### config.mk
export PLATFORM = sky130hd
export DESIGN_NAME = regwrite_queue
export DESIGN_NICKNAME = d
export VERILOG_FILES = /design/src/rtl/regwrite_queue.sv
export SDC_FILE = /design/constraint.sdc
export NUM_CORES = 1
export LEC_CHECK = 0
export CAP_MARGIN = 30
export CELL_PAD_IN_SITES_DETAIL_PLACEMENT = 0
export CELL_PAD_IN_SITES_GLOBAL_PLACEMENT = 1
export CORE_MARGIN = 2
export CORE_UTILIZATION = 39
export CTS_CLUSTER_DIAMETER = 40
export DETAILED_ROUTE_END_ITERATION = 10
export DONT_BUFFER_PORTS = 1
export PLACE_DENSITY_LB_ADDON = 0.25
export SYNTH_ARGS = -nofsm -noshare
export SYNTH_HDL_FRONTEND = slang
export SYNTH_SLANG_ARGS = --single-unit
### constraint.sdc
create_clock -name clk_i -period 14.3 [get_ports clk_i]
set_input_delay 2.145 -clock clk_i [delete_from_list [all_inputs] [get_ports clk_i]]
set_output_delay 2.145 -clock clk_i [all_outputs]
set_load 0.02 [all_outputs]
### src/rtl/regwrite_queue.sv
// regwrite_queue: circular buffer between the writeback stage and the
// register file write port. It drains one write per cycle and gives decode
// rs/rt forwarding from any write that is still queued.
//
// Ports:
//   clk_i, rst_i                      clock, synchronous active-high reset
//   push_valid_i/push_ready_o         writeback handshake
//   push_addr_i/push_data_i           write to enqueue (addr 0 is accepted, then dropped)
//   drain_en_i                        register file write port is free this cycle
//   regwrite_o/writeaddr_o/writedata_o  register file write port (head entry)
//   rsaddr_i/rtaddr_i                 decode lookup addresses
//   rs_hit_o/rs_data_o, rt_hit_o/rt_data_o  youngest matching queued write
//   count_o/empty_o/full_o            occupancy

// Forwarding lookup for one read port. It scans the entries from oldest to
// youngest, so a later match overrides an earlier one and the youngest wins.
module rwq_fwd #(
  parameter int DEPTH = 4,
  parameter int AW    = 5,
  parameter int DW    = 32,
  localparam int PW   = $clog2(DEPTH)
) (
  input  logic [DEPTH-1:0]         vld,
  input  logic [DEPTH-1:0][AW-1:0] ent_addr,
  input  logic [DEPTH-1:0][DW-1:0] ent_data,
  input  logic [PW-1:0]            rd_ptr,
  input  logic [AW-1:0]            addr,
  output logic                     hit,
  output logic [DW-1:0]            data
);
  logic [PW-1:0] idx;

  always_comb begin
    hit  = 1'b0;
    data = '0;
    idx  = rd_ptr;
    for (int k = 0; k < DEPTH; k++) begin
      // DEPTH is a power of two, so the PW-bit add wraps for free.
      idx = rd_ptr + PW'(k);
      if (vld[idx] && (ent_addr[idx] == addr) && (addr != '0)) begin
        hit  = 1'b1;
        data = ent_data[idx];
      end
    end
  end
endmodule

module regwrite_queue #(
  parameter int DEPTH = 4,
  parameter int AW    = 5,
  parameter int DW    = 32,
  localparam int PW   = $clog2(DEPTH)
) (
  input  logic          clk_i,
  input  logic          rst_i,
  input  logic          push_valid_i,
  output logic          push_ready_o,
  input  logic [AW-1:0] push_addr_i,
  input  logic [DW-1:0] push_data_i,
  input  logic          drain_en_i,
  output logic          regwrite_o,
  output logic [AW-1:0] writeaddr_o,
  output logic [DW-1:0] writedata_o,
  input  logic [AW-1:0] rsaddr_i,
  input  logic [AW-1:0] rtaddr_i,
  output logic          rs_hit_o,
  output logic [DW-1:0] rs_data_o,
  output logic          rt_hit_o,
  output logic [DW-1:0] rt_data_o,
  output logic [PW:0]   count_o,
  output logic          empty_o,
  output logic          full_o
);
  logic [DEPTH-1:0]         vld;
  logic [DEPTH-1:0][AW-1:0] ent_addr;
  logic [DEPTH-1:0][DW-1:0] ent_data;
  logic [PW-1:0]            rd_ptr, wr_ptr;
  logic [PW:0]              cnt;
  logic                     store, pop;

  assign empty_o      = (cnt == '0);
  assign full_o       = (cnt == (PW+1)'(DEPTH));
  assign count_o      = cnt;
  assign push_ready_o = !full_o;
  assign regwrite_o   = !empty_o && drain_en_i;
  assign writeaddr_o  = ent_addr[rd_ptr];
  assign writedata_o  = ent_data[rd_ptr];

  // r0 writes complete the handshake but never occupy an entry.
  assign store = push_valid_i && push_ready_o && (push_addr_i != '0);
  assign pop   = regwrite_o;

  // Control state. A store never targets the popped slot: store needs a free
  // slot at wr_ptr, pop needs an occupied one at rd_ptr.
  always_ff @(posedge clk_i) begin
    if (rst_i) begin
      rd_ptr <= '0;
      wr_ptr <= '0;
      cnt    <= '0;
      vld    <= '0;
    end else begin
      if (store) begin
        vld[wr_ptr] <= 1'b1;
        wr_ptr      <= wr_ptr + 1'b1;
      end
      if (pop) begin
        vld[rd_ptr] <= 1'b0;
        rd_ptr      <= rd_ptr + 1'b1;
      end
      case ({store, pop})
        2'b10:   cnt <= cnt + 1'b1;
        2'b01:   cnt <= cnt - 1'b1;
        default: cnt <= cnt;
      endcase
    end
  end

  // Entry payload is not reset; the valid bits guard it.
  always_ff @(posedge clk_i) begin
    if (!rst_i && store) begin
      ent_addr[wr_ptr] <= push_addr_i;
      ent_data[wr_ptr] <= push_data_i;
    end
  end

  // Port 0 = rs, port 1 = rt.
  logic [1:0][AW-1:0] lk_addr;
  logic [1:0]         lk_hit;
  logic [1:0][DW-1:0] lk_data;

  assign lk_addr = {rtaddr_i, rsaddr_i};

  for (genvar p = 0; p < 2; p++) begin : g_fwd
    rwq_fwd #(.DEPTH(DEPTH), .AW(AW), .DW(DW)) u_fwd (
      .vld      (vld),
      .ent_addr (ent_addr),
      .ent_data (ent_data),
      .rd_ptr   (rd_ptr),
      .addr     (lk_addr[p]),
      .hit      (lk_hit[p]),
      .data     (lk_data[p])
    );
  end

  assign rs_hit_o  = lk_hit[0];
  assign rs_data_o = lk_data[0];
  assign rt_hit_o  = lk_hit[1];
  assign rt_data_o = lk_data[1];
endmodule

-- After elaboration in Yosys (flattened, before gate mapping)
Index checks and enable logic that the tools add are counted.
- logic and storage cells: 123
- input port bits: 51
- flip-flop bits (word level): 159
- output and inout port bits: 110
- order comparisons: 7
- add/sub/neg operators: 6
- reductions and logical operators: 30
- bitwise logic cells: 3
- eq/ne operators: 11
- multiplexer cells: 54
- operator list (cell ; number):
    $mux W32 ; 13
    $bmux W32 S2 ; 4
    $bwmux W128 ; 1
    $demux W32 S2 ; 1
    $bmux W5 S2 ; 4
    $eq A5 B5 Y1 ; 8
    $mux W5 ; 5
    $logic_and A1 B1 Y1 ; 22
    $bwmux W20 ; 1
    $lt A2 B3 Y1 const B ; 5
    $reduce_bool A5 Y1 ; 3
    $mux W1 ; 14
    $mux W4 ; 3
    $demux W5 S2 ; 1
    $bmux W1 S2 ; 4
    $pmux W3 S2 ; 1
    $add A2 B1 Y2 const B ; 2
    $add A2 B2 Y2 const B ; 2
    $and A4 B4 Y4 ; 1
    $demux W1 S2 ; 2
    $ge A2 B1 Y1 const B ; 2
    $not A4 Y4 ; 1
    $or A4 B4 Y4 ; 1
    $add A3 B1 Y3 const B ; 1
    7 further kinds ; 9

-- Longest topological paths before layout
Gate-level depths: netlist (run 1).
- word-level depth: 9
- gate-level depth with buffers: 19
- mapped depth without buffers: 10

-- Hierarchy
A second synthesis (run 1) with hierarchy kept.
- cell total of the unflattened synthesis: 1574
- area, all modules: 16767.3 sq um
- modules (own cells, without submodules) (module ; area each (sq um) ; cells an instance ; seq. area each (sq um) ; times used):
    rwq_fwd ; 5387.7 ; 654 ; 0.0 ; 2
    regwrite_queue ; 5992.0 ; 266 ; 4664.5 ; 1

-- Worst setup path after synthesis (run 1)
OpenSTA, ideal clock, no wires.
- kind: register to output
- from: register rd_ptr[0]
- to: output rs_data_o[2]
- required time: 12.155 ns
- slack: 7.558 ns
- arrival: 4.597 ns
- stages on the path, launching flop included: 18
- cells stage by stage: dfxtp_1 > buf_6 > buf_6 > buf_6 > buf_4 > buf_2 > buf_2 > inv_1 > ha_1 > clkbuf_1 > mux4_2 > xor2_1 > nor4_2 > a22oi_4 > buf_2 > nor2b_1 > a21oi_1 > a221oi_1
- elaborated cells on any way between the ends: 43
- RTL lines (item ; RTL line ; RTL):
    from (decl) ; 77 ; logic [PW-1:0] rd_ptr, wr_ptr;
    from (signal assigned) ; 108 ; rd_ptr <= rd_ptr + 1'b1;
    $add A2 B2 Y2 * ; 39 ; idx = rd_ptr + PW'(k);
    net g_fwd[0].u_fwd.idx[0] ; 31 ; logic [PW-1:0] idx;
    $bmux W5 S2 ; 40 ; if (vld[idx] && (ent_addr[idx] == addr) && (addr != '0)) begin
    $mux W5 (implied by the code) ; 40 ;
    $eq A5 B5 Y1 ; 40 ;
    $logic_and A1 B1 Y1 (2 in series) ; 40 ;
    $mux W32 * ; 40 ;
    to (decl) ; 67 ; output logic [DW-1:0] rs_data_o,
The timed path passes the listed nets; every way through them passes the cells marked *. The select of a mux whose other input is x is not followed.

-- Worst setup path in the final report (run 1)
- from: input rtaddr_i[1]
- to: output rt_data_o[2]
- word-level cells in the longest chain between the ends: 7
- elaborated cells on any way between the ends: 17
- RTL lines (item ; RTL line ; RTL):
    from (decl) ; 65 ; input logic [AW-1:0] rtaddr_i,
    $eq A5 B5 Y1 ; 40 ;
    $logic_and A1 B1 Y1 (2 in series) ; 40 ;
    $mux W32 (3 in series) ; 40 ;
    $mux W32 * ; 40 ;
    to (decl) ; 69 ; output logic [DW-1:0] rt_data_o,
Mark *: on every way between the ends. The rest lies on a longest branch, timed or not.

==> out/summary.txt, run 1 <==
status: complete, no violations
library cells used by synthesis: 50
clock tree buffer depth: 2
clk_lat worst skew: 430 ps
clk slew on worst S/H paths: 60 ps
slowest stage delay, CP: 850 ps
Area Growth Syn to Fin: 8.545%
root buffer cell: clkbuf_16
first-pass GRT wire length: 48240 µm
H-tree Lvls: 4
Yosys top cell by area: edfxtp_1
Synth Flop Type: edfxtp_1
hold buffers post-CTS: 0
CP required: 12150 ps
num ports: 161
worst reg2reg setup slack: 11330 ps
Worst setup EP type: output pin
die area: 30210 µm²
syn_nets: 863
post-DP HPWL: 20990 µm
post-route ant nets: 0
Max VDD drop: 0.00009189 V
1st-pass router iterations: 5
share of post-route cells with drive strength above 1: 0.2933
count leader, synth: edfxtp_1
vias in the first global route: 7658
nets: 822
CTS buffer count: 17
fmax: 137.4 MHz
fraction of registers with async set/reset: 0
DRT iter0 DRCs: 573
largest net degree at the start of global routing: 66
drt drc: 0
synth top area cells: edfxtp_1, mux4_2, mux2i_1, a22oi_1, xnor2_1
via count: 7563
Congestion Overflow GR: 0
Layout fillers: 2600
count of flip-flops with a built-in enable after synthesis: 148
Placement Rows: 62
FF+latch count, synth: 159
GRT Resource Usage Total: 0.2109
crit-path cells: or4_1, or2_1, nand3_1, nor3_4, buf_4, nor2_1, o21ai_4, o21ai_0
PwrDens: 166.9 nW/µm²
Min-Delay Path Class: reg2reg
Max-Cap Viols: 0
crit-path max FO: 33
clock sink count: 159
vias per cell: 6.531
Worst-Margin Slew: 1013 ps
Final Power: 2.037 mW
Setup-failing EPs final: 0
Port Buffers: 0
Crit-path slowest cell: o21ai_0
Setup TNS Final: 0 ps
Syn Inst Count: 802
Critical R2R Launch: count_o[0]$_SDFFE_PP0P_
RSZ-0062 raised after global routing: false
Final min period: 7280 ps
GPL Wtd Cong: 0.8482
Setup crit start: rtaddr_i[1]
mapped cell area: 11250 µm²
Core ar.: 28550 µm²
Post-CTS Setup Bufs: 0
worst rel slew slack: 0.3205
fin util: 0.4276
Final period util: 0.5091
Worst Setup EP: rt_data_o[2]
syn avg cell area: 14.02 µm²
total routed wirelength: 31690 µm
startpoint types: input pin
warning count from the yosys run: 0
RR Endpoint: ent_data[20]$_DFFE_PP_
WL/cell: 27.36 µm
final hold violation count: 0
initial antenna violation count: 0
ant diodes: 0
Slew Viols, Final: 0
r2r worst-path depth: 7
Critical Path AT: 5130 ps
top cell type's share of synthesized area: 0.3952
Fin Clk Skew: 11.86 ps
WHS Path Cells: 2
Chip Height: 173.8 µm
Synth top cells by count: edfxtp_1, mux4_2, mux2i_1
CTS tree: yes
Hold Startpoint: wr_ptr[1]$_SDFFE_PP0N_
chip width: 173.8 µm
post-cts resize count: 0
Initial Utilization: 0.3939
critical path class: in2out
sequential area share after synthesis: 0.4148
leakage: 3.564 nW
[power by group]
part | leakage (nW) | switching [mW] | total, mW | internal, mW
logic | 1.84 | 0.534 | 0.997 | 0.463
clock network | 0.293 | 0.209 | 0.459 | 0.250
registers | 1.43 | 0.0388 | 0.582 | 0.543
total | 3.56 | 0.782 | 2.04 | 1.26
[how the worst min path moves through the flow]
stage               slack, ps                endpoint
CTS                       500  wr_ptr[1]$_SDFFE_PP0N_
detailed placement        490  wr_ptr[1]$_SDFFE_PP0N_
global placement          480  wr_ptr[1]$_SDFFE_PP0N_
global route              530  wr_ptr[1]$_SDFFE_PP0N_
finish                    490  wr_ptr[1]$_SDFFE_PP0N_
floorplan                 470  wr_ptr[1]$_SDFFE_PP0N_
[cell families (layout without fill, tap and decap cells)]
group                      after synthesis  after routing  share of synthesized area
adders and majority gates               10             10                    0.01179
buffers and inverters                   89             61                    0.03560
and+or+nand+nor                        105            105                    0.04606
DFF                                    159            159                     0.4148
xor gates and xnor gates                47             47                    0.03660
AOI/OAI and AO/OA                      161            161                    0.09335
muxes                                  231            231                     0.3618
[worst max-delay path, delay by kind of cell]
family	cells	cell delay, ps
AND/OR/NAND/NOR	5	1440
buffers and inverters	1	300
AO/OA/AOI/OAI	2	1220
[per-stage QoR]
stage | cells | setup WS [ps] | hold slack (ps) | area (µm²)
finish | 1158 | 7020 | 494.0 | 12210
global route | 1158 | 6808 | 532.9 | 12210
CTS | 1156 | 6599 | 496.6 | 12170
detailed placement | 1124 | 6968 | 488.5 | 11580
global placement | 1122 | 6771 | 478.2 | 11530
floorplan | 802 | 7558 | 469.2 | 11250
[layout by cell type (no fill, tap or decap), types with 2 or more instances in the layout]
master       n
a211oi_1     7
a21oi_1     42
a221o_1      2
a22o_1       2
a22oi_1     58
and2_1       2
and2_2       4
and3_1       4
buf_16       2
buf_4       14
clkbuf_16   17
clkinv_1     2
clkinv_4     2
dfxtp_1      9
dfxtp_4      2
edfxtp_1   148
ha_1         8
inv_1       10
inv_6        5
inv_8        5
mux2_1      10
mux2_2      24
mux2i_1     60
mux4_2     137
nand2_1     15
nand3_1      6
nor2_1      44
nor2b_1      7
nor3_1       5
nor4_1       6
nor4_2       2
o21ai_0     35
o22ai_1      5
or4_1        3
xnor2_1     35
xor2_1      12
[flip-flops by register name (all words and copies together), names as in the netlist]
| name | count |
|---|---|
| vld | 4 |
| ent_addr | 20 |
| count_o | 3 |
| wr_ptr | 2 |
| ent_data | 128 |
| rd_ptr | 2 |
[layer usage]
layer / global-route usage / part of all wire / up-vias
li1: - / - / 3229
met1: 0.2533 / 0.38 / 3967
met2: 0.3581 / 0.50 / 322
met3: 0.07390 / 0.092 / 45
met4: 0.06303 / 0.022 / 0
met5: 0 / 0 / -
[cell type report]
cell class | instances | area (µm²) | area share
clock buffers | 17 | 425.4 | 0.03485
inverters | 12 | 45.04 | 0.003690
well taps | 384 | 480.5 | 0.03936
clock inverters | 15 | 167.7 | 0.01374
flip-flops and latches | 159 | 4672 | 0.3827
multi-input cells | 554 | 6236 | 0.5109
repair buffers | 17 | 180.2 | 0.01476
No activity file was read; power rests on OpenSTA's default activity.
==> run 2: changes to the inputs <==
==> constraint.sdc (replaced) <==
create_clock -name clk_i -period 7.31 [get_ports clk_i]
set_input_delay 1.0965 -clock clk_i [delete_from_list [all_inputs] [get_ports clk_i]]
set_output_delay 1.0965 -clock clk_i [all_outputs]
set_load 0.02 [all_outputs]
==> run 2 against run 1 <==
  * Sequential power rose by 99%
  * Via count is 1.5% higher
  * Wire length grew 3.2%
  * Largest cell class unchanged
  * Die area is the same
  * Register-to-register slack got worse by 7100 ps
  * Core utilization up 0.066 points
  * Final cell count rose by 0.26%
  * Worst hold slack improved by 15 ps
  * Setup slack got worse by 5600 ps
  * Sequential share of layout area down 0.059 points
  * Largest power group unchanged
  * Count of clock-buffer cells in the layout unchanged
  * Non-clock buffer count is 3 higher
==> out/summary.txt, run 2 (synthesis results as in run 1) <==
DRT iter0 DRCs: 630
r2r worst-path depth: 7
Top reg by flops: ent_data
Area Growth Syn to Fin: 8.712%
clk slew on worst S/H paths: 70 ps
Min-Delay Path Class: reg2reg
via count: 7679
final hold violation count: 0
Non-Filler Instances: 1161
post-DP HPWL: 21450 µm
clock tree buffer depth: 2
Port Buffers: 0
Critical R2R Launch: count_o[0]$_SDFFE_PP0P_
Chip Height: 173.8 µm
CTS tree: yes
ant diodes: 0
RSZ-0062 raised after global routing: false
Worst-Margin Slew: 927.4 ps
largest net degree at the start of global routing: 115
commonest non-fill, non-tap cell in the layout: edfxtp_1
vias per cell: 6.614
CP required: 6210 ps
most frequent cells in the layout: edfxtp_1, mux4_2, mux2i_1, a22oi_1, nor2_1
root buffer cell: clkbuf_16
chip width: 173.8 µm
share of post-route cells with drive strength above 1: 0.2960
clk_lat worst skew: 430 ps
number of flip-flops in the largest register: 128
post-cts resize count: 0
Max VDD drop: 0.0002549 V
Worst setup EP type: output pin
Setup-failing EPs final: 0
register area: 4672 µm²
initial antenna violation count: 0
PwrDens: 327.6 nW/µm²
Worst Setup EP: rs_data_o[19]
slowest stage delay, CP: 720 ps
startpoint types: flip-flop
Initial Utilization: 0.3939
Setup crit start: rd_ptr[1]$_SDFFE_PP0N_
Max-Cap Viols: 0
Critical Path AT: 4810 ps
highest metal used: met4
Congestion Overflow GR: 0
post-route ant nets: 0
Switching Share: 0.3744
WL/cell: 28.17 µm
total routed wirelength: 32710 µm
footprint of the multi-input gates: 6236 µm²
Post-CTS Setup Bufs: 0
crit-path cells: inv_2, ha_4, mux4_2, xor2_1, nor4_2, a22oi_4, a21oi_4, buf_4, a22oi_1, a21oi_1
Fin Clk Skew: 12.16 ps
worst reg2reg setup slack: 4230 ps
leakage: 3.581 nW
worst rel slew slack: 0.3752
Comb power frac: 0.481
nets: 825
GRT Resource Usage Total: 0.2177
Placement Rows: 62
GPL Wtd Cong: 0.8326
Layout fillers: 2632
critical path class: reg2out
1st-pass router iterations: 5
fmax: 169.3 MHz
clock sink count: 159
Setup TNS Final: 0 ps
clock power share: 0.230
crit-path max FO: 27
Core ar.: 28550 µm²
Flop pwr share: 0.289
drt drc: 0
Final min period: 5907 ps
die area: 30210 µm²
wire length on met3: 3098 µm
first-pass GRT wire length: 49450 µm
DR WL met2: 16270 µm
vias in the first global route: 7906
CTS buffer count: 17
Internal: 2.506 mW
largest registers: ent_data: 128 flops, ent_addr: 20 flops, vld: 4 flops
Slew Viols, Final: 0
RR Endpoint: ent_addr[8]$_DFFE_PP_
Net Switching: 1.499 mW
status: complete, no violations
placed cells: 1128
num ports: 161
hold buffers post-CTS: 0
WL met1: 12260 µm
Final period util: 0.8081
H-tree Lvls: 4
Crit-path slowest cell: a21oi_4
==> run 2: changes by cell type in the layout (fill, tap and decap cells not counted) <==
cell,delta
buf_4,+4
inv_8,-4
bufinv_16,+2
clkinv_2,+2
buf_16,-1
clkinv_4,+1
clkinv_8,-1
clkinvlp_4,+1
inv_6,-1
==> run 2: routing by layer <==
metal,track usage,up-vias
met2,0.3644,366
met5,0,-
met3,0.07982,66
met1,0.2529,4016
li1,-,3231
met4,0.09104,0
==> run 2: power groups by stage <==
stage,clock network (mW),logic (mW),registers [mW]
floorplan,0,1.67,1.12
global placement,0,1.89,1.17
detailed placement,0,1.93,1.18
CTS,0.940,1.93,1.16
global route,0.978,2.07,1.17
finish,0.921,1.93,1.16
==> run 2: layout make-up <==
cell class | instances | area share
Tap cell | 384 | 0.03930
Sequential cell | 159 | 0.3822
Clock inverter | 15 | 0.01504
Inverter | 12 | 0.003684
Multi-Input combinational cell | 554 | 0.5101
Clock buffer | 17 | 0.03480
Timing Repair Buffer | 20 | 0.01494
==> run 2: how the worst min path moves through the flow <==
| stage | from | endpoint | slack, ps | depth (start not counted) |
|---|---|---|---|---|
| floorplan | wr_ptr[1]$_SDFFE_PP0N_ | wr_ptr[1]$_SDFFE_PP0N_ | 470 | 2 |
| global placement | wr_ptr[1]$_SDFFE_PP0N_ | wr_ptr[1]$_SDFFE_PP0N_ | 480 | 2 |
| detailed placement | wr_ptr[1]$_SDFFE_PP0N_ | wr_ptr[1]$_SDFFE_PP0N_ | 500 | 2 |
| CTS | wr_ptr[1]$_SDFFE_PP0N_ | wr_ptr[1]$_SDFFE_PP0N_ | 510 | 2 |
| global route | wr_ptr[1]$_SDFFE_PP0N_ | wr_ptr[1]$_SDFFE_PP0N_ | 540 | 2 |
| finish | wr_ptr[1]$_SDFFE_PP0N_ | wr_ptr[1]$_SDFFE_PP0N_ | 510 | 2 |
==> run 2: stage by stage <==
step | setup WS [ps] | power, mW | utilization | hold slack [ps] | cell area (µm²)
after floorplan | 1616 | 2.792 | - | 469.2 | 11250
after global placement | 1847 | 3.059 | 0.4057 | 476.5 | 11580
after detailed placement | 1812 | 3.102 | 0.4066 | 501.3 | 11610
after CTS | 1342 | 4.029 | 0.4280 | 510.8 | 12220
after global routing | 1144 | 4.214 | 0.4283 | 539.0 | 12230
final | 1403 | 4.005 | 0.4283 | 508.6 | 12230
==> run 2: worst max-delay path: cells and delay by family, from the launching register on <==
kind | cells | cell delay (ps)
compound gates | 4 | 1480
xor+xnor | 1 | 190
fa+ha+maj | 1 | 580
buf+inv | 2 | 550
flops | 1 | 590
mux | 1 | 600
simple gates | 1 | 360
==> run 3: changes to the inputs <==
==> constraint.sdc (replaced) <==
create_clock -name clk_i -period 5.73 [get_ports clk_i]
set_input_delay 0.8595 -clock clk_i [delete_from_list [all_inputs] [get_ports clk_i]]
set_output_delay 0.8595 -clock clk_i [all_outputs]
set_load 0.02 [all_outputs]
==> run 3 against run 2 <==
  * Wire length rose by 2.6%
  * Flip-flop and latch count did not move
  * Via count rose by 2.7%
  * First-iteration DRC count rose by 0.63%
  * Sequential share of layout area fell by 1.7 points
  * Worst hold slack got worse by 18 ps
  * Critical path depth rose by 2
  * Cell area rose by 4.6%
  * Core utilization rose by 2.0 points
  * Die area did not move
  * Combinational power rose by 32%
  * Final cell count rose by 6.0%
  * Critical endpoint is now rt_data_o[13]
  * Largest power group unchanged
==> out/summary.txt, run 3 (synthesis results as in run 1) <==
status: complete, no violations
Critical R2R Launch: count_o[2]$_SDFFE_PP0P_
Post-DP Area: 12150 µm²
Setup TNS Final: 0 ps
RR Endpoint: count_o[2]$_SDFFE_PP0P_
root buffer cell: clkbuf_16
DRT iter0 DRCs: 634
drt drc: 0
Top reg by flops: ent_data
Post-CTS Setup Bufs: 0
Slew Viols, Final: 0
CTS tree: yes
Min-Delay Path Class: in2reg
RSZ-0062 raised after global routing: false
commonest non-fill, non-tap cell in the layout: edfxtp_1
clock sink count: 159
WHS: 490.5 ps
share of post-route cells with drive strength above 1: 0.3542
Final period util: 0.9006
ant diodes: 0
Worst setup EP type: output pin
Hold Startpoint: rst_i
Core ar.: 28550 µm²
Post-Layout Inst Area: 12790 µm²
largest net degree at the start of global routing: 61
clk slew on worst S/H paths: 70 ps
Fin Clk Skew: 12.36 ps
total routed wirelength: 33550 µm
Max-Cap Viols: 0
Area Growth Syn to Fin: 13.74%
most frequent cells in the layout: edfxtp_1, mux4_2, buf_4, mux2i_1, a22oi_1
die area: 30210 µm²
Max VDD drop: 0.0002294 V
H-tree Lvls: 4
r2r worst-path depth: 8
CTS buffer count: 17
Non-Filler Instances: 1231
Setup-failing EPs final: 0
Worst Setup EP: rt_data_o[13]
worst rel slew slack: 0.3505
WL/cell: 27.26 µm
number of flip-flops in the largest register: 128
Chip Height: 173.8 µm
Final min period: 5161 ps
largest registers: ent_data: 128 flops, ent_addr: 20 flops, vld: 4 flops
GPL Wtd Cong: 0.8699
GRT Resource Usage Total: 0.2236
startpoint types: flip-flop
1st-pass router iterations: 4
Worst-Margin Slew: 972.3 ps
post-DP HPWL: 22280 µm
CP required: 4870 ps
hold buffers post-CTS: 0
Port Buffers: 0
initial antenna violation count: 0
PwrDens: 405.2 nW/µm²
Congestion Overflow GR: 0
num ports: 161
Placement Rows: 62
Setup crit start: rd_ptr[0]$_SDFFE_PP0N_
leakage: 3.966 nW
vias per cell: 6.406
post-cts resize count: 0
nets: 895
Critical Path AT: 4300 ps
worst reg2reg setup slack: 2720 ps
post-route ant nets: 0
Initial Utilization: 0.3939
crit-path max FO: 35
clk_lat worst skew: 430 ps
Layout fillers: 2580
critical path class: reg2out
Final Power: 5.183 mW
clock tree buffer depth: 2
first-pass GRT wire length: 50650 µm
via count: 7886
placed cells: 1198
final hold violation count: 0
vias in the first global route: 8028
chip width: 173.8 µm
fmax: 193.8 MHz
[run 3: how the worst min path moves through the flow]
stage                     cells past startpoint                     end  slack [ps]
final                                         1  rd_ptr[0]$_SDFFE_PP0N_         490
after global routing                          1  rd_ptr[1]$_SDFFE_PP0N_         480
after CTS                                     1  rd_ptr[0]$_SDFFE_PP0N_         470
after detailed placement                      2  wr_ptr[1]$_SDFFE_PP0N_         500
after global placement                        2  wr_ptr[1]$_SDFFE_PP0N_         470
after floorplan                               2  wr_ptr[1]$_SDFFE_PP0N_         470
[run 3: metrics by stage]
| stage | util | worst slack [ps] |
|---|---|---|
| 2_1_floorplan | - | 273.4 |
| 3_3_place_gp | 0.4238 | 1025 |
| 3_5_place_dp | 0.4258 | 1030 |
| 4_1_cts | 0.4471 | 551.3 |
| 5_1_grt | 0.4481 | 340.3 |
| 6_report | 0.4481 | 569.4 |
[run 3: area by class of cell]
cell class | instances | area, µm² | area share
clock buffers | 18 | 429.2 | 0.03355
clock inverters | 14 | 180.2 | 0.01409
inverters | 12 | 45.04 | 0.003521
multi-input cells | 554 | 6236 | 0.4875
flip-flops and latches | 159 | 4672 | 0.3653
well taps | 384 | 480.5 | 0.03756
repair buffers | 90 | 748.2 | 0.05850
[run 3: report_power, final]
group	switching [mW]	internal, mW
logic	1.36	1.19
clock network	0.491	0.694
registers	0.0971	1.36
[run 3: per-layer routing]
metal	vias up	part of all wire	wire, µm	global-route usage
li1	3362	-	-	-
met1	4117	0.39	13160	0.2788
met2	356	0.50	16630	0.3737
met3	51	0.085	2848	0.06206
met4	0	0.028	924	0.08018
met5	-	0	0	0
[run 3: worst max-delay path, cell delays in order, from the launching register on]
cell and delay [ps]:
dfxtp_4 530, inv_1 140, ha_4 330, buf_4 480, mux4_2 440, xnor2_1 150
nand3_1 180, nor3_4 90, nor2_1 490, o21ai_4 290, buf_16 260, o21ai_0 270
buf_4 200
